==> config.mk <==
export PLATFORM = sky130hd
export DESIGN_NAME = sprite_renderer
export DESIGN_NICKNAME = d
export VERILOG_FILES = /design/src/rtl/sprite_pkg.sv /design/src/rtl/sprite_anim_ctrl.sv /design/src/rtl/sprite_renderer.sv
export SDC_FILE = /design/constraint.sdc
export NUM_CORES = 1
export LEC_CHECK = 0
export BUFFER_PORTS_ARGS = -buffer_cell sky130_fd_sc_hd__buf_2
export CAP_MARGIN = 10
export CORE_ASPECT_RATIO = 0.5
export CORE_UTILIZATION = 24
export DETAILED_ROUTE_END_ITERATION = 6
export SETUP_SLACK_MARGIN = 0.15
export SYNTH_ARGS = -nofsm -noshare
export SYNTH_HDL_FRONTEND = slang
export SYNTH_HIERARCHICAL = 1
export SYNTH_SLANG_ARGS = --single-unit
==> constraint.sdc <==
create_clock -name vga_clk -period 3.4 [get_ports vga_clk]
set_input_delay 0.68 -clock vga_clk [delete_from_list [all_inputs] [get_ports vga_clk]]
set_output_delay 0.68 -clock vga_clk [all_outputs]
set_load 0.005 [all_outputs]
==> src/rtl/sprite_pkg.sv <==
// Shared types and screen constants for the sprite renderer.
package sprite_pkg;

    typedef enum logic [1:0] {
        IDLE = 2'd0,
        PLAY = 2'd1,
        DONE = 2'd2
    } anim_state_t;

    localparam int SCREEN_W = 640;
    localparam int SCREEN_H = 480;

    // Coordinate width large enough for the bigger screen dimension.
    localparam int COORD_W = $clog2((SCREEN_W > SCREEN_H) ? SCREEN_W : SCREEN_H);

endpackage

==> src/rtl/sprite_anim_ctrl.sv <==
// Animation controller: frame_tick edge detector, tick counter and
// IDLE/PLAY/DONE playback FSM. frame_idx only moves on frame_tick or
// anim_start, so tick-driven frame changes land at the top of a frame.
module sprite_anim_ctrl
    import sprite_pkg::*;
#(
    parameter int FRAMES      = 4,
    parameter int FRAME_TICKS = 8,
    parameter int FW          = (FRAMES > 1) ? $clog2(FRAMES) : 1
) (
    input  logic               clk,
    input  logic               reset_n,
    input  logic [COORD_W-1:0] draw_x,
    input  logic [COORD_W-1:0] draw_y,
    input  logic               anim_start,
    input  logic               anim_loop,
    output logic [FW-1:0]      frame_idx,
    output logic               anim_busy
);

    localparam int TW = (FRAME_TICKS > 1) ? $clog2(FRAME_TICKS) : 1;
    localparam logic [FW-1:0] FRAME_LAST = FW'(FRAMES - 1);
    localparam logic [TW-1:0] TICK_LAST  = TW'(FRAME_TICKS - 1);

    anim_state_t   state_r, state_n;
    logic [FW-1:0] frame_r, frame_n;
    logic [TW-1:0] tick_r, tick_n;
    logic          origin_r;
    logic          origin_s;
    logic          frame_tick_s;
    logic          busy_r;

    // Detect the first cycle at the screen origin and compute the next FSM state.
    always_comb begin
        origin_s     = (draw_x == {COORD_W{1'b0}}) && (draw_y == {COORD_W{1'b0}});
        frame_tick_s = origin_s & ~origin_r;
        state_n      = state_r;
        frame_n      = frame_r;
        tick_n       = tick_r;
        if (anim_start) begin
            // A restart takes priority over any simultaneous frame_tick.
            state_n = PLAY;
            frame_n = {FW{1'b0}};
            tick_n  = {TW{1'b0}};
        end else begin
            case (state_r)
                IDLE: begin
                    frame_n = {FW{1'b0}};
                end
                PLAY: begin
                    if (frame_tick_s) begin
                        if (tick_r == TICK_LAST) begin
                            tick_n = {TW{1'b0}};
                            if (frame_r == FRAME_LAST) begin
                                if (anim_loop) begin
                                    frame_n = {FW{1'b0}};
                                end else begin
                                    state_n = DONE;
                                end
                            end else begin
                                frame_n = frame_r + FW'(1'b1);
                            end
                        end else begin
                            tick_n = tick_r + TW'(1'b1);
                        end
                    end else begin
                        tick_n = tick_r;
                    end
                end
                DONE: begin
                    frame_n = frame_r;
                end
                default: begin
                    state_n = IDLE;
                    frame_n = {FW{1'b0}};
                    tick_n  = {TW{1'b0}};
                end
            endcase
        end
    end

    // State, frame, tick counter and origin-edge registers.
    always_ff @(posedge clk or negedge reset_n) begin
        if (!reset_n) begin
            state_r  <= IDLE;
            frame_r  <= {FW{1'b0}};
            tick_r   <= {TW{1'b0}};
            origin_r <= 1'b0;
            busy_r   <= 1'b0;
        end else begin
            state_r  <= state_n;
            frame_r  <= frame_n;
            tick_r   <= tick_n;
            origin_r <= origin_s;
            busy_r   <= (state_n == PLAY);
        end
    end

    assign frame_idx = frame_r;
    assign anim_busy = busy_r;

endmodule

==> src/rtl/sprite_renderer.sv <==
// Positioned, integer-scaled, animated sprite renderer.
// Pipeline: S1 address register, S2 synchronous ROM read, S3 pixel output.
// Optional feature macro: SPRITE_FLIP_EN adds a flip_h input that mirrors
// the sprite horizontally.
module sprite_renderer
    import sprite_pkg::*;
#(
    parameter int SPR_W       = 16,
    parameter int SPR_H       = 16,
    parameter int FRAMES      = 4,
    parameter int SCALE_SH    = 0,
    parameter int IDX_W       = 2,
    parameter int TRANSP_IDX  = 0,
    parameter int FRAME_TICKS = 8,
    parameter int AW          = $clog2(FRAMES * SPR_W * SPR_H),
    parameter int FW          = (FRAMES > 1) ? $clog2(FRAMES) : 1
) (
    input  logic               vga_clk,
    input  logic               reset_n,
    input  logic [COORD_W-1:0] DrawX,
    input  logic [COORD_W-1:0] DrawY,
    input  logic               blank,
    input  logic [COORD_W-1:0] pos_x,
    input  logic [COORD_W-1:0] pos_y,
`ifdef SPRITE_FLIP_EN
    input  logic               flip_h,
`endif
    input  logic               anim_start,
    input  logic               anim_loop,
    output logic               anim_busy,
    output logic [FW-1:0]      frame_idx,
    output logic [AW-1:0]      rom_addr,
    input  logic [IDX_W-1:0]   rom_q,
    output logic [IDX_W-1:0]   pix_idx,
    output logic               pix_hit
);

    localparam int DW = COORD_W + 1;
    localparam logic [DW-1:0]    SPR_W_D    = DW'(SPR_W);
    localparam logic [DW-1:0]    SPR_H_D    = DW'(SPR_H);
    localparam logic [AW-1:0]    SPR_W_A    = AW'(SPR_W);
    localparam logic [AW-1:0]    FRAME_SZ_A = AW'(SPR_W * SPR_H);
    localparam logic [IDX_W-1:0] TRANSP_L   = IDX_W'(TRANSP_IDX);

    logic [DW-1:0]    dx_s, dy_s, tx_s, ty_s, tx_eff_s;
    logic             inside_s;
    logic [AW-1:0]    addr_s;
    logic             hit_s;
    logic [IDX_W-1:0] idx_s;

    logic [AW-1:0]    rom_addr_r;
    logic             inside_s1_r, blank_s1_r;
    logic             inside_s2_r, blank_s2_r;
    logic             pix_hit_r;
    logic [IDX_W-1:0] pix_idx_r;

    sprite_anim_ctrl #(
        .FRAMES      (FRAMES),
        .FRAME_TICKS (FRAME_TICKS),
        .FW          (FW)
    ) u_anim (
        .clk        (vga_clk),
        .reset_n    (reset_n),
        .draw_x     (DrawX),
        .draw_y     (DrawY),
        .anim_start (anim_start),
        .anim_loop  (anim_loop),
        .frame_idx  (frame_idx),
        .anim_busy  (anim_busy)
    );

    // Map the screen pixel into sprite-local texel coordinates and a ROM address.
    always_comb begin
        dx_s     = {1'b0, DrawX} - {1'b0, pos_x};
        dy_s     = {1'b0, DrawY} - {1'b0, pos_y};
        tx_s     = dx_s >> SCALE_SH;
        ty_s     = dy_s >> SCALE_SH;
        inside_s = !dx_s[DW-1] && !dy_s[DW-1] && (tx_s < SPR_W_D) && (ty_s < SPR_H_D);
`ifdef SPRITE_FLIP_EN
        if (flip_h) begin
            tx_eff_s = SPR_W_D - DW'(1'b1) - tx_s;
        end else begin
            tx_eff_s = tx_s;
        end
`else
        tx_eff_s = tx_s;
`endif
        addr_s = AW'(frame_idx) * FRAME_SZ_A + AW'(ty_s) * SPR_W_A + AW'(tx_eff_s);
    end

    // Decide opacity of the texel returned by the ROM for the S2 pixel.
    always_comb begin
        hit_s = inside_s2_r && blank_s2_r && (rom_q != TRANSP_L);
        if (hit_s) begin
            idx_s = rom_q;
        end else begin
            idx_s = {IDX_W{1'b0}};
        end
    end

    // Three-stage address/pixel pipeline with its valid bits.
    always_ff @(posedge vga_clk or negedge reset_n) begin
        if (!reset_n) begin
            rom_addr_r  <= {AW{1'b0}};
            inside_s1_r <= 1'b0;
            blank_s1_r  <= 1'b0;
            inside_s2_r <= 1'b0;
            blank_s2_r  <= 1'b0;
            pix_hit_r   <= 1'b0;
            pix_idx_r   <= {IDX_W{1'b0}};
        end else begin
            // Outside the box the address is a don't-care, so it is simply held.
            if (inside_s) begin
                rom_addr_r <= addr_s;
            end
            inside_s1_r <= inside_s;
            blank_s1_r  <= blank;
            inside_s2_r <= inside_s1_r;
            blank_s2_r  <= blank_s1_r;
            pix_hit_r   <= hit_s;
            pix_idx_r   <= idx_s;
        end
    end

    assign rom_addr = rom_addr_r;
    assign pix_hit  = pix_hit_r;
    assign pix_idx  = pix_idx_r;

endmodule

Word-level counts from Yosys, hierarchy flattened
Cells that the tools add are included.
{"block": "word_totals", "ff_bits": 26, "latchBits": 0, "ram_bits": 0, "romBits": 0, "input_bits": 47, "output_inout_bits": 16, "elab_cells": 64, "mem_count": 0}
{"block": "classes", "addsub": 6, "n_mul": 0, "div": 0, "magnitude_cmp": 2, "eq_ne": 10, "shifts": 0, "n_mux": 17, "bitwise_logic": 2, "reduce_logical": 15}
{"operator": "11-bit by 5-bit < comparator with 1-bit output (second input constant)", "count": 2}
{"operator": "2-bit 2-to-1 mux", "count": 11}
{"operator": "10-bit by 10-bit subtractor with 11-bit output", "count": 2}
{"operator": "10-bit adder", "count": 2}
{"operator": "10-bit zero test", "count": 2}
{"operator": "3-bit 2-to-1 mux", "count": 3}
{"operator": "2-bit one-hot mux with 2 select lines", "count": 2}
{"operator": "1-bit logical AND", "count": 6}
{"operator": "3-bit by 2-bit != test with 1-bit output (second input constant)", "count": 2}
{"operator": "3-bit one-hot mux with 2 select lines", "count": 1}
{"operator": "2-bit by 1-bit equality test with 1-bit output (second input constant)", "count": 2}
{"operator": "2-bit equality test (second input constant)", "count": 2}
{"operator": "4-bit != test (second input constant)", "count": 1}
{"operator": "4-bit AND reduction", "count": 1}
{"operator": "3-bit by 1-bit adder with 3-bit output (second input constant)", "count": 1}
{"operator": "3-bit equality test (second input constant)", "count": 1}
{"operator": "2-bit by 1-bit adder with 2-bit output (second input constant)", "count": 1}
{"operator": "1-bit zero test", "count": 2}
{"operator": "2-bit zero test", "count": 1}
{"operator": "2-bit by 1-bit != test with 1-bit output (second input constant)", "count": 1}
{"operator": "2-bit != test (second input constant)", "count": 1}
{"operator": "2-bit AND reduction", "count": 1}
{"operator": "2-bit nonzero test", "count": 1}
{"operator": "2-bit OR reduction", "count": 1}
{"operator": "2 further kinds", "count": 2}

Depth between registers and ports, before layout
Gate-level depths: netlist (run 1).
{"block": "depth", "ltp_word": 7, "ltp_mapped": 16, "mapped_depth_nobuf": 16}

By module
The synthesis (run 1) kept the hierarchy.
{"module": "sprite_renderer", "instances": 1, "cells_each": 204, "area_each_um2": 1875.5, "seq_area_each_um2": 425.4}
{"module": "sprite_anim_ctrl", "instances": 1, "cells_each": 52, "area_each_um2": 518.0, "seq_area_each_um2": 225.2}

Worst setup path after synthesis (run 1)
Ideal clock, no wire load.
{"block": "synth_timing", "path_type": "input to register", "start": "input pos_x[4]", "end": "register rom_addr_r[9], in the netlist rom_addr[9]", "setup_time_ns": 0.125, "arrival_ns": 3.689, "required_ns": 3.275, "path_slack_ns": -0.414, "path_stages": 15, "n_path_buf": 0, "path_cell_list": "inv_1 > ha_1 > and2_1 > a31o_1 > or3_4 > a21o_2 > and2_1 > ha_1 > ha_1 > a21o_1 > a21oi_1 > xnor2_1 > xnor2_1 > xnor2_1 > mux2_4"}
{"block": "synth_between", "elab_chain_cells": 5, "elab_cells_between_ends": 7, "classes_between": "add/sub: 2; order compare: 1; reduce/logical: 4"}
{"element": "start, declared", "line": "sprite_renderer.sv:23", "source": "input logic [COORD_W-1:0] pos_x,"}
{"element": "10-bit by 10-bit subtractor with 11-bit output (*)", "line": "sprite_renderer.sv:74", "source": "dx_s = {1'b0, DrawX} - {1'b0, pos_x};"}
{"element": "branches (longest 4 deep; another with 11-bit by 5-bit < comparator with 1-bit output)"}
{"element": "end signal, assigned", "line": "sprite_renderer.sv:104", "source": "rom_addr_r <= {AW{1'b0}};"}
{"element": "end signal, assigned", "line": "sprite_renderer.sv:114", "source": "rom_addr_r <= addr_s;"}
{"element": "end, declared", "line": "sprite_renderer.sv:51", "source": "logic [AW-1:0] rom_addr_r;"}
Every way passes the cells marked *.
A chain may end at the register's enable or synchronous reset.

Worst setup path in the final report (run 1)
{"block": "layout_timing", "start": "input pos_x[1]", "end": "register rom_addr_r[9], in the netlist rom_addr[9]"}
Same word-level chain as after synthesis.

==> impl_metrics.toml, run 1 <==
[worst_setup_path]
critical_path_class = "in2reg"
reg2reg_from = "u_anim/frame_idx[0]"
crit_start = "pos_x[1]"
worstPathCellList = "buf_6 > inv_4 > ha_4 > nor2b_4 > o2111a_2 > o31a_4 > nor2_4 > ha_4 > ha_4 > fa_2 > a21o_1 > a21oi_4 > xnor2_2 > xnor2_1 > xnor2_1 > mux2_4"
cp.depth = 16
crit_required_ps = 3550
crit_buf_inv = 2
endpoint_kind = "register"
reg2reg_slack_ps = 1150
critPathSlowestCell = "fa_2"
startpoint_type = "input port"
worst-path-max-fanout = 3
critical_path.endpoint = "rom_addr[9]"
slowest_delay_ps = 380
cp_top_family = "compound AO/OA/AOI/OAI gates"
crit_arrival_ps = 3580
r2r-end = "rom_addr[9]"
worstRegToRegCells = 9
cpMostUsedCell = "ha_4"

[pwr]
switching_share_pct = 31.5
clkPwrFrac_pct = 24.1
irDropWorstVdd_uv = 164
p_total_mw = 1.18
pwr-share-comb_pct = 49.5
intPower_mw = 0.809
p_per_area_mw_per_mm2 = 333
switchingPower_mw = 0.372
leakage_nw = 1.75
share_seq_of_total_power_pct = 26.4

[placed_design]
place_hpwl_mm = 4.85
place_area_mm2 = 0.00333
dp_cells = 492
portBuffers = 62
place.gp.congestion = 0.812

[outcome]
violations = "setup timing"
status = "finished, violations left"

[final_layout]
nFillCells = 1000
finalNonFillerCells = 497
synthToLayoutAreaGrowth_pct = 48.2
fin_nets = 445
diodes = 0
design_area_mm2 = 0.00355
drive_gt1_share_pct = 43.4

[cts]
cts.path.max_buffers = 2
clk_latency_ps = 260
cts_tree = "yes"
numCtsBuffers = 3
cts_hold_buf = 0
htreeDepth = 1
cts.sinks = 26
clk_pin_slew_ps = 60
cts-root-buf = "clkbuf_16"

[die]
start_util_pct = 25.0
io_pins = 63
fp.dieW_um = 143
die_area_mm2 = 0.0104
fp.dieH_um = 72.6
core-area_mm2 = 0.00957
rows = 25

[global_route]
grt_pass1_vias = 2081
grt_max_degree = 27
grt_use_total_pct = 12.0
grt-ovfl-total = 0
grt_pass1_wl_mm = 9.82
antenna_found_initial = 0

[hold_path]
hp-class = "reg2reg"
hold_depth = 0

[route]
dr.pass1.iters = 4
viasPerCell = 4.37
drc_errors = 0
routed_wirelength_mm = 5.90
via_count = 2174
routedWlPerCell_um = 11.9
drt-initial-drc-count = 67
ant_nets = 0

[logic_synthesis]
yosys-top-cells-area = "dfrtp_1, ha_1, inv_1"
synth.most_common_cell = "inv_1"
yosys.area.top_type_share_pct = 27.2
netlist_area_mm2 = 0.00239
synthesis.nets = 338
ys_seq_elements = 26
yosysWarnings = 6
synth_edf_count = 0
ys_types = 46
synthTopCellsByCount = "inv_1, ha_1, dfrtp_1"
seq_area_frac_synth_pct = 27.2
syn_avg_cell_area_um2 = 9.35
synth_top_area_cell = "dfrtp_1"
synth-async-reset-ratio_pct = 100
synth_flop_cell = "dfrtp_1"
synthCells = 256

[timing]
whs_ps = 348
tns_ps = -27.4
finalSetupViolCount = 1
worstMarginPinSlew_ps = 660
timing.final.hold_violations = 0
slew_violations = 0
fin_ws_ps = -27.4
max_freq_mhz = 292
final.period_utilization_pct = 101
relSlewSlack_pct = 55.6
fin_worst_skew_ps = 2.82
rsz0062_at_grt = "yes"
min_period_ps = 3430

[flow_run]
drv_cap = 0
[stage by stage]
stage	util (%)	setup WS [ps]
final	37.1	-27.4
after global routing	37.1	-133
after CTS	36.7	-19.2
after detailed placement	34.8	-444
after global placement	34.8	-381
after floorplan	-	-131
[state kept, by name (all words and copies together) (netlist names)]
register          cells
u_anim/tick_r         3
rom_addr             10
blank_s1_r            1
u_anim/state_r        2
u_anim/origin_r       1
pix_hit               1
inside_s2_r           1
u_anim/anim_busy      1
inside_s1_r           1
blank_s2_r            1
u_anim/frame_idx      2
pix_idx               2
[per-layer routing]
layer / global-route usage, % / routed length, um / vias to the layer above
met3: 1.57 / 139 / 4
met2: 19.5 / 2720 / 31
met1: 16.5 / 2980 / 1007
li1: - / - / 1132
met5: 0 / 0 / -
met4: 3.78 / 54 / 0
[final cells by class]
| cell class | instances | area [um2] | share of cell area [%] |
|---|---|---|---|
| clock buffer | 4 | 88.8 | 2.50 |
| inverter | 36 | 150 | 4.23 |
| multi-input combinational | 192 | 1840 | 51.7 |
| sequential | 26 | 651 | 18.3 |
| tap | 135 | 169 | 4.76 |
| timing repair buffer | 104 | 653 | 18.4 |
[cell families (layout without fill, tap and decap cells)]
family	after synthesis	count (layout)	share of synthesized area, %
mux	15	15	7.95
xor+xnor	13	13	4.76
buf+inv	38	144	6.59
compound gates	53	53	16.4
flops	26	26	27.2
simple gates	76	76	17.6
fa+ha+maj	35	35	19.6
[what timing repair did]
action,4_1_cts,5_1_grt
setup buffers,1,0
pin swaps,12,9
resized for setup,14,7
endpoints found under the setup margin,1,2
[cell usage in the layout, fill, tap and decap left out, drive strengths merged, types with 3 or more instances in the layout]
cell type  netlist  layout
mux2i            7       7
nand3            6       6
xnor2           10      10
xor2             3       3
o21ai            6       6
clkbuf           0       4
a31oi            4       4
o21a             9       9
o31a             3       3
or3              4       4
nor2            18      18
a21o             6       6
o2111ai          3       3
ha              31      31
nand2b           4       4
and4             3       3
nand2           10      10
fa               4       4
nor3             9       9
nor4             9       9
inv             36      36
a31o             3       3
mux2             8       8
dfrtp           26      26
nor2b            5       5
buf              2     104
a21oi            6       6
[worst reg2reg max path: stages, from the launching register on]
cell and delay (ps):
dfrtp_1 440, inv_1 100, fa_1 550, inv_2 40, ha_4 220, a21oi_4 170, xnor2_2 130, xnor2_1 110
xnor2_1 130, mux2_4 250
[power groups by stage]
stage / registers, mW / clock network, mW / logic, mW
global route: 0.311 / 0.305 / 0.647
floorplan: 0.317 / 0 / 0.345
CTS: 0.311 / 0.295 / 0.554
global placement: 0.317 / 0 / 0.524
finish: 0.311 / 0.284 / 0.585
detailed placement: 0.317 / 0 / 0.524
[worst min-delay path by stage]
stage	from	to
2_1_floorplan	blank_s1_r	blank_s2_r
3_3_place_gp	inside_s1_r	inside_s2_r
3_5_place_dp	inside_s1_r	inside_s2_r
4_1_cts	inside_s1_r	inside_s2_r
5_1_grt	inside_s1_r	inside_s2_r
6_report	inside_s1_r	inside_s2_r
(Power assumes the default switching activity.)
==> run 2: changes to the inputs <==
--- a/config.mk
+++ b/config.mk
@@ -5,6 +5,7 @@
 export SDC_FILE = /design/constraint.sdc
 export NUM_CORES = 1
 export LEC_CHECK = 0
+export ABC_AREA = 1
 export BUFFER_PORTS_ARGS = -buffer_cell sky130_fd_sc_hd__buf_2
 export CAP_MARGIN = 10
 export CORE_ASPECT_RATIO = 0.5
==> run 2 against run 1 <==
The run now ends clean. Power is 8.5% higher. Sequential power grew 6%. Via count up 27%. Sequential share of layout area decreased by 0.74 points. Global-route usage shrank 0.53 points. Critical endpoint unchanged. Largest cell class unchanged. Highest routed layer unchanged.
==> impl_metrics.toml, run 2 <==
[route]
via_count = 2752
wl_met2_mm = 2.89
viasPerCell = 4.04
drt-initial-drc-count = 87
drc_errors = 0
routed_wirelength_mm = 6.83
highest-signal-layer = "met4"
ant_nets = 0
routedWlPerCell_um = 10.0
dr.pass1.iters = 4
wl_met3_um = 147
wirelength_met1_mm = 3.77

[worst_setup_path]
r2r-end = "rom_addr[9]"
critical_path_class = "in2reg"
startpoint_type = "input port"
worst-path-max-fanout = 3
worstRegToRegCells = 14
reg2reg_slack_ps = 1180
endpoint_kind = "register"
crit_start = "DrawX[0]"
critical_path.endpoint = "rom_addr[9]"
crit_arrival_ps = 3290
crit_required_ps = 3550
reg2reg_from = "u_anim/frame_idx[0]"

[final_layout]
fin_nets = 606
layout_commonest_cell = "nand2_1"
synthToLayoutAreaGrowth_pct = 30.4
drive_gt1_share_pct = 25.8
diodes = 0
final_cell_mix = "nand2_1, inv_1, buf_2"
largest_register_ffs = 10
nFillCells = 1262

[cts]
cts.sinks = 26
cts_hold_buf = 0
cts-root-buf = "clkbuf_16"
cts.path.max_buffers = 2
clk_pin_slew_ps = 70
htreeDepth = 1
clk_latency_ps = 260
numCtsBuffers = 3
cts_tree = "yes"

[logic_synthesis]
seq_area_frac_synth_pct = 22.9
synth-simple-area-share_pct = 38.4
synth_flop_cell = "dfrtp_1"
synth-async-reset-ratio_pct = 100
synth_fa_ha_area_share_pct = 16.5
muxShareOfSynthArea_pct = 0
netlist_area_mm2 = 0.00284
synth_top_family_by_area = "simple AND/OR/NAND/NOR gates"
yosysWarnings = 6
synth_top_area_cell = "dfrtp_1"
synthTopCellsByCount = "nand2_1, inv_1, nor2_1"
synthesis.nets = 521
synth_edf_count = 0
yosys-top-cells-area = "dfrtp_1, nand2_1, ha_1"
yosys.area.top_type_share_pct = 22.9
syn_avg_cell_area_um2 = 6.46
ys_seq_elements = 26
synth_compound_area_share_pct = 6.31
synthCells = 439
synth-xor-area-share_pct = 2.47
ys_types = 28
synth.most_common_cell = "nand2_1"

[timing]
timing.final.hold_violations = 0
slew_violations = 0
relSlewSlack_pct = 61.4
fin_worst_skew_ps = 7.35
finalSetupViolCount = 0
worstMarginPinSlew_ps = 579
whs_ps = 347
final.period_utilization_pct = 92.3
rsz0062_at_grt = "yes"
min_period_ps = 3140
max_freq_mhz = 319

[pwr]
p_total_mw = 1.28
irDropWorstVdd_uv = 186
leakage_nw = 2.12
p_per_area_mw_per_mm2 = 346

[die]
die_area_mm2 = 0.0123
io_pins = 63
fp.dieH_um = 78.9
fp.dieW_um = 156
rows = 27
core-area_mm2 = 0.0112
start_util_pct = 25.2

[placed_design]
place_hpwl_mm = 5.96
place.gp.congestion = 0.830
portBuffers = 62

[global_route]
grt-ovfl-total = 0
grt_pass1_vias = 2587
grt_pass1_wl_mm = 11.6
grt_use_total_pct = 11.4
grt_max_degree = 27
antenna_found_initial = 0

[outcome]
status = "finished, final reports clean"

[hold_path]
hp-class = "reg2reg"

[flow_run]
drv_cap = 0
==> run 2: timing repair <==
item	in CTS	in global routing
buffers inserted	0	2
gates resized for setup	0	21
setup endpoints to repair	0	1
==> run 2: final cells by class <==
class | count | area [um2] | area share, %
Sequential cell | 26 | 651 | 17.6
Tap cell | 159 | 199 | 5.38
Clock inverter | 1 | 30.0 | 0.812
Clock buffer | 3 | 75.1 | 2.03
Inverter | 95 | 359 | 9.72
Multi-Input combinational cell | 316 | 1910 | 51.6
Timing Repair Buffer | 82 | 477 | 12.9
==> run 2: how the worst min path moves through the flow <==
stage / to / cells past startpoint / start
2_1_floorplan: blank_s2_r / 0 / blank_s1_r
3_3_place_gp: inside_s2_r / 0 / inside_s1_r
3_5_place_dp: inside_s2_r / 0 / inside_s1_r
4_1_cts: inside_s2_r / 0 / inside_s1_r
5_1_grt: blank_s2_r / 0 / blank_s1_r
6_report: inside_s2_r / 0 / inside_s1_r
==> run 2: power by group <==
part / internal (mW) / total (mW) / switching, mW / leakage (nW)
combinational: 0.277 / 0.612 / 0.335 / 1.78
clock: 0.234 / 0.338 / 0.104 / 0.0511
sequential: 0.320 / 0.330 / 0.0109 / 0.292
total: 0.831 / 1.28 / 0.449 / 2.12
==> run 2: cell families (layout without fill, tap and decap cells) <==
family	after synthesis	after routing
and+or+nand+nor	246	246
buffers and inverters	97	181
xor gates and xnor gates	8	8
AOI/OAI and AO/OA	27	27
adders and majority gates	35	35
DFF	26	26
==> run 2: critical path: stages <==
cell,delay (ps)
buf_8,80
inv_4,30
ha_4,150
fa_2,340
inv_2,80
nand3_2,60
nand3_2,80
nand2_2,50
nand3b_1,90
nand2_2,80
fa_1,520
inv_2,50
ha_4,280
nand3_2,70
a21o_1,190
nand2_2,80
nand3_2,80
nand2_1,80
nand2_1,40
nand2_1,50
inv_1,30
nand2_1,50
nand2_1,40
==> run 2: per-stage QoR <==
stage | setup TNS (ps) | worst slack, ps | cells | area, um2 | utilization [%]
final | 0 | 263 | 682 | 3700 | 32.9
after global routing | 0 | 116 | 682 | 3700 | 32.9
after CTS | 0 | 152 | 680 | 3610 | 32.1
after detailed placement | -121 | -121 | 676 | 3500 | 31.1
after global placement | -44.0 | -44.0 | 676 | 3500 | 31.1
after floorplan | 0 | 155 | 439 | 2880 | -
==> run 2: per-layer routing <==
| layer | vias up | global-route usage, % |
|---|---|---|
| li1 | 1526 | - |
| met1 | 1189 | 16.7 |
| met2 | 35 | 18.8 |
| met3 | 2 | 0.928 |
| met4 | 0 | 1.18 |
| met5 | - | 0 |
==> run 3: changes to the inputs <==
==> constraint.sdc (replaced) <==
create_clock -name vga_clk -period 2.63 [get_ports vga_clk]
set_input_delay 0.526 -clock vga_clk [delete_from_list [all_inputs] [get_ports vga_clk]]
set_output_delay 0.526 -clock vga_clk [all_outputs]
set_load 0.005 [all_outputs]
==> run 3 against run 2 <==
The flow now finishes with violations (setup timing). Clock skew fell by 4.1 ps. Power rose by 54%. Count of clock-buffer cells in the layout did not move. Register-to-register slack got worse by 810 ps. Final area rose by 15%. Via count rose by 8.8%. First-iteration DRC count rose by 26%. Sequential power rose by 29%. Final cell count rose by 6.7%. Worst hold slack got worse by 89 ps.
==> impl_metrics.toml, run 3 (synthesized netlist as in run 2, its figures left out) <==
[outcome]
status = "finished, violations left"
violations = "setup timing"

[worst_setup_path]
worst-path-max-fanout = 3
crit_start = "DrawX[0]"
cpMostUsedCell = "nand2_1"
crit_arrival_ps = 3230
startpoint_type = "input port"
reg2reg_from = "u_anim/frame_idx[0]"
critPathSlowestCell = "fa_1"
slowest_delay_ps = 510
crit_required_ps = 2840
critical_path_class = "in2reg"
worstPathCellList = "buf_8 > inv_8 > ha_4 > fa_2 > inv_2 > nand3_2 > nand3_2 > nand2_2 > nand3b_1 > nand2_2 > fa_1 > inv_2 > ha_4 > nand3_2 > a21o_1 > nand2_2 > inv_1 > nand2_1 > nand2_1 > nand2_1 > nand2_1 > inv_1 > nand2_1 > nand2_1"
endpoint_kind = "register"

[timing]
fin_ws_ps = -397
final.period_utilization_pct = 115
rsz0062_at_grt = "yes"
whs_ps = 258
relSlewSlack_pct = 61.0
fin_worst_skew_ps = 3.24
finalSetupViolCount = 11
timing.final.hold_violations = 0
slew_violations = 0
min_period_ps = 3030
worstMarginPinSlew_ps = 586
max_freq_mhz = 330

[final_layout]
fin_util_pct = 37.8
nFillCells = 1179
drive_gt1_share_pct = 32.7
design_area_mm2 = 0.00425
diodes = 0
final_cell_mix = "nand2_1, inv_1, buf_2"
layout_commonest_cell = "nand2_1"
fin_nets = 652
synthToLayoutAreaGrowth_pct = 50.0
largest_register_ffs = 10

[cts]
clk_pin_slew_ps = 70
cts-root-buf = "clkbuf_16"
clk_latency_ps = 260
cts.path.max_buffers = 2
cts.sinks = 26
numCtsBuffers = 3
htreeDepth = 1
cts_tree = "yes"

[pwr]
leakage_nw = 2.37
p_total_mw = 1.97
p_per_area_mw_per_mm2 = 462
irDropWorstVdd_uv = 269

[die]
fp.dieW_um = 156
rows = 27
core-area_mm2 = 0.0112
die_area_mm2 = 0.0123
io_pins = 63
fp.dieH_um = 78.9
start_util_pct = 25.2

[placed_design]
place_hpwl_mm = 6.23
portBuffers = 62
place.gp.congestion = 0.812
place_area_mm2 = 0.00377
pre_cts_ws_ps = -737

[route]
routed_wirelength_mm = 7.80
viasPerCell = 4.11
drt-initial-drc-count = 110
ant_nets = 0
routedWlPerCell_um = 10.7
drc_errors = 0
dr.pass1.iters = 4
via_count = 2995

[hold_path]
hp-class = "in2async"

[global_route]
grt-ovfl-total = 0
grt_pass1_vias = 2856
grt_pass1_wl_mm = 13.0
grt_use_total_pct = 13.0
grt_max_degree = 27
antenna_found_initial = 0

[flow_run]
drv_cap = 0
## run 3: changes by cell type in the layout (fill, tap and decap cells not counted), moves of 2 or more
cell	previous run	this run
ha_1	26	21
ha_2	3	1
nand3_2	7	5
buf_4	20	43
ha_4	2	9
buf_6	1	22
nor2_4	1	3
## run 3: final timing paths
path                               end  slack, ps  cells after the start
hold / removal             rom_addr[4]        260                      1
max in group asynchronous  inside_s2_r       1990                      1
min in group vga_clk       inside_s2_r        360                      0
setup / recovery           rom_addr[9]       -400                     24
hold reg to reg            inside_s2_r        360                      0
setup reg to reg           rom_addr[9]        370                     15
## run 3: where the power goes
| group | internal [mW] | total, mW | switching (mW) | leakage [nW] |
|---|---|---|---|---|
| combinational | 0.568 | 1.09 | 0.521 | 2.03 |
| clock | 0.303 | 0.452 | 0.149 | 0.0511 |
| sequential | 0.413 | 0.427 | 0.0136 | 0.292 |
| total | 1.28 | 1.97 | 0.683 | 2.37 |
## run 3: critical path, delay by kind of cell
family,cells,cell delay [ps]
AOI/OAI and AO/OA,1,190
buffers and inverters,6,340
adders and majority gates,4,1280
and+or+nand+nor,13,900
## run 3: per-layer routing
layer	vias up	global-route usage, %	part of all wire, %
met5	-	0	0
met3	10	1.15	3.2
li1	1614	-	-
met4	0	3.24	1.7
met2	43	21.9	45
met1	1328	18.0	51
## run 3: layout make-up
cell class | instances | area, um2 | share of cell area [%]
clock inverter | 1 | 30.0 | 0.706
timing repair buffer | 127 | 906 | 21.3
inverter | 95 | 364 | 8.56
clock buffer | 3 | 75.1 | 1.76
multi-input combinational | 317 | 2030 | 47.7
tap | 159 | 199 | 4.68
sequential | 26 | 651 | 15.3
## run 3: stage by stage
stage | setup TNS (ps) | instances
4_1_cts | -1950 | 726
3_5_place_dp | -2280 | 703
5_1_grt | -3250 | 728
3_3_place_gp | -1860 | 703
2_1_floorplan | -453 | 439
6_report | -1940 | 728
## run 3: repair_timing
item,4_1_cts,5_1_grt
buffers inserted,18,2
pin swaps,16,7
hold endpoints to repair,0,0
gates resized for setup,19,26
setup endpoints to repair,4,11
hold buffers,0,0
gates cloned,1,0
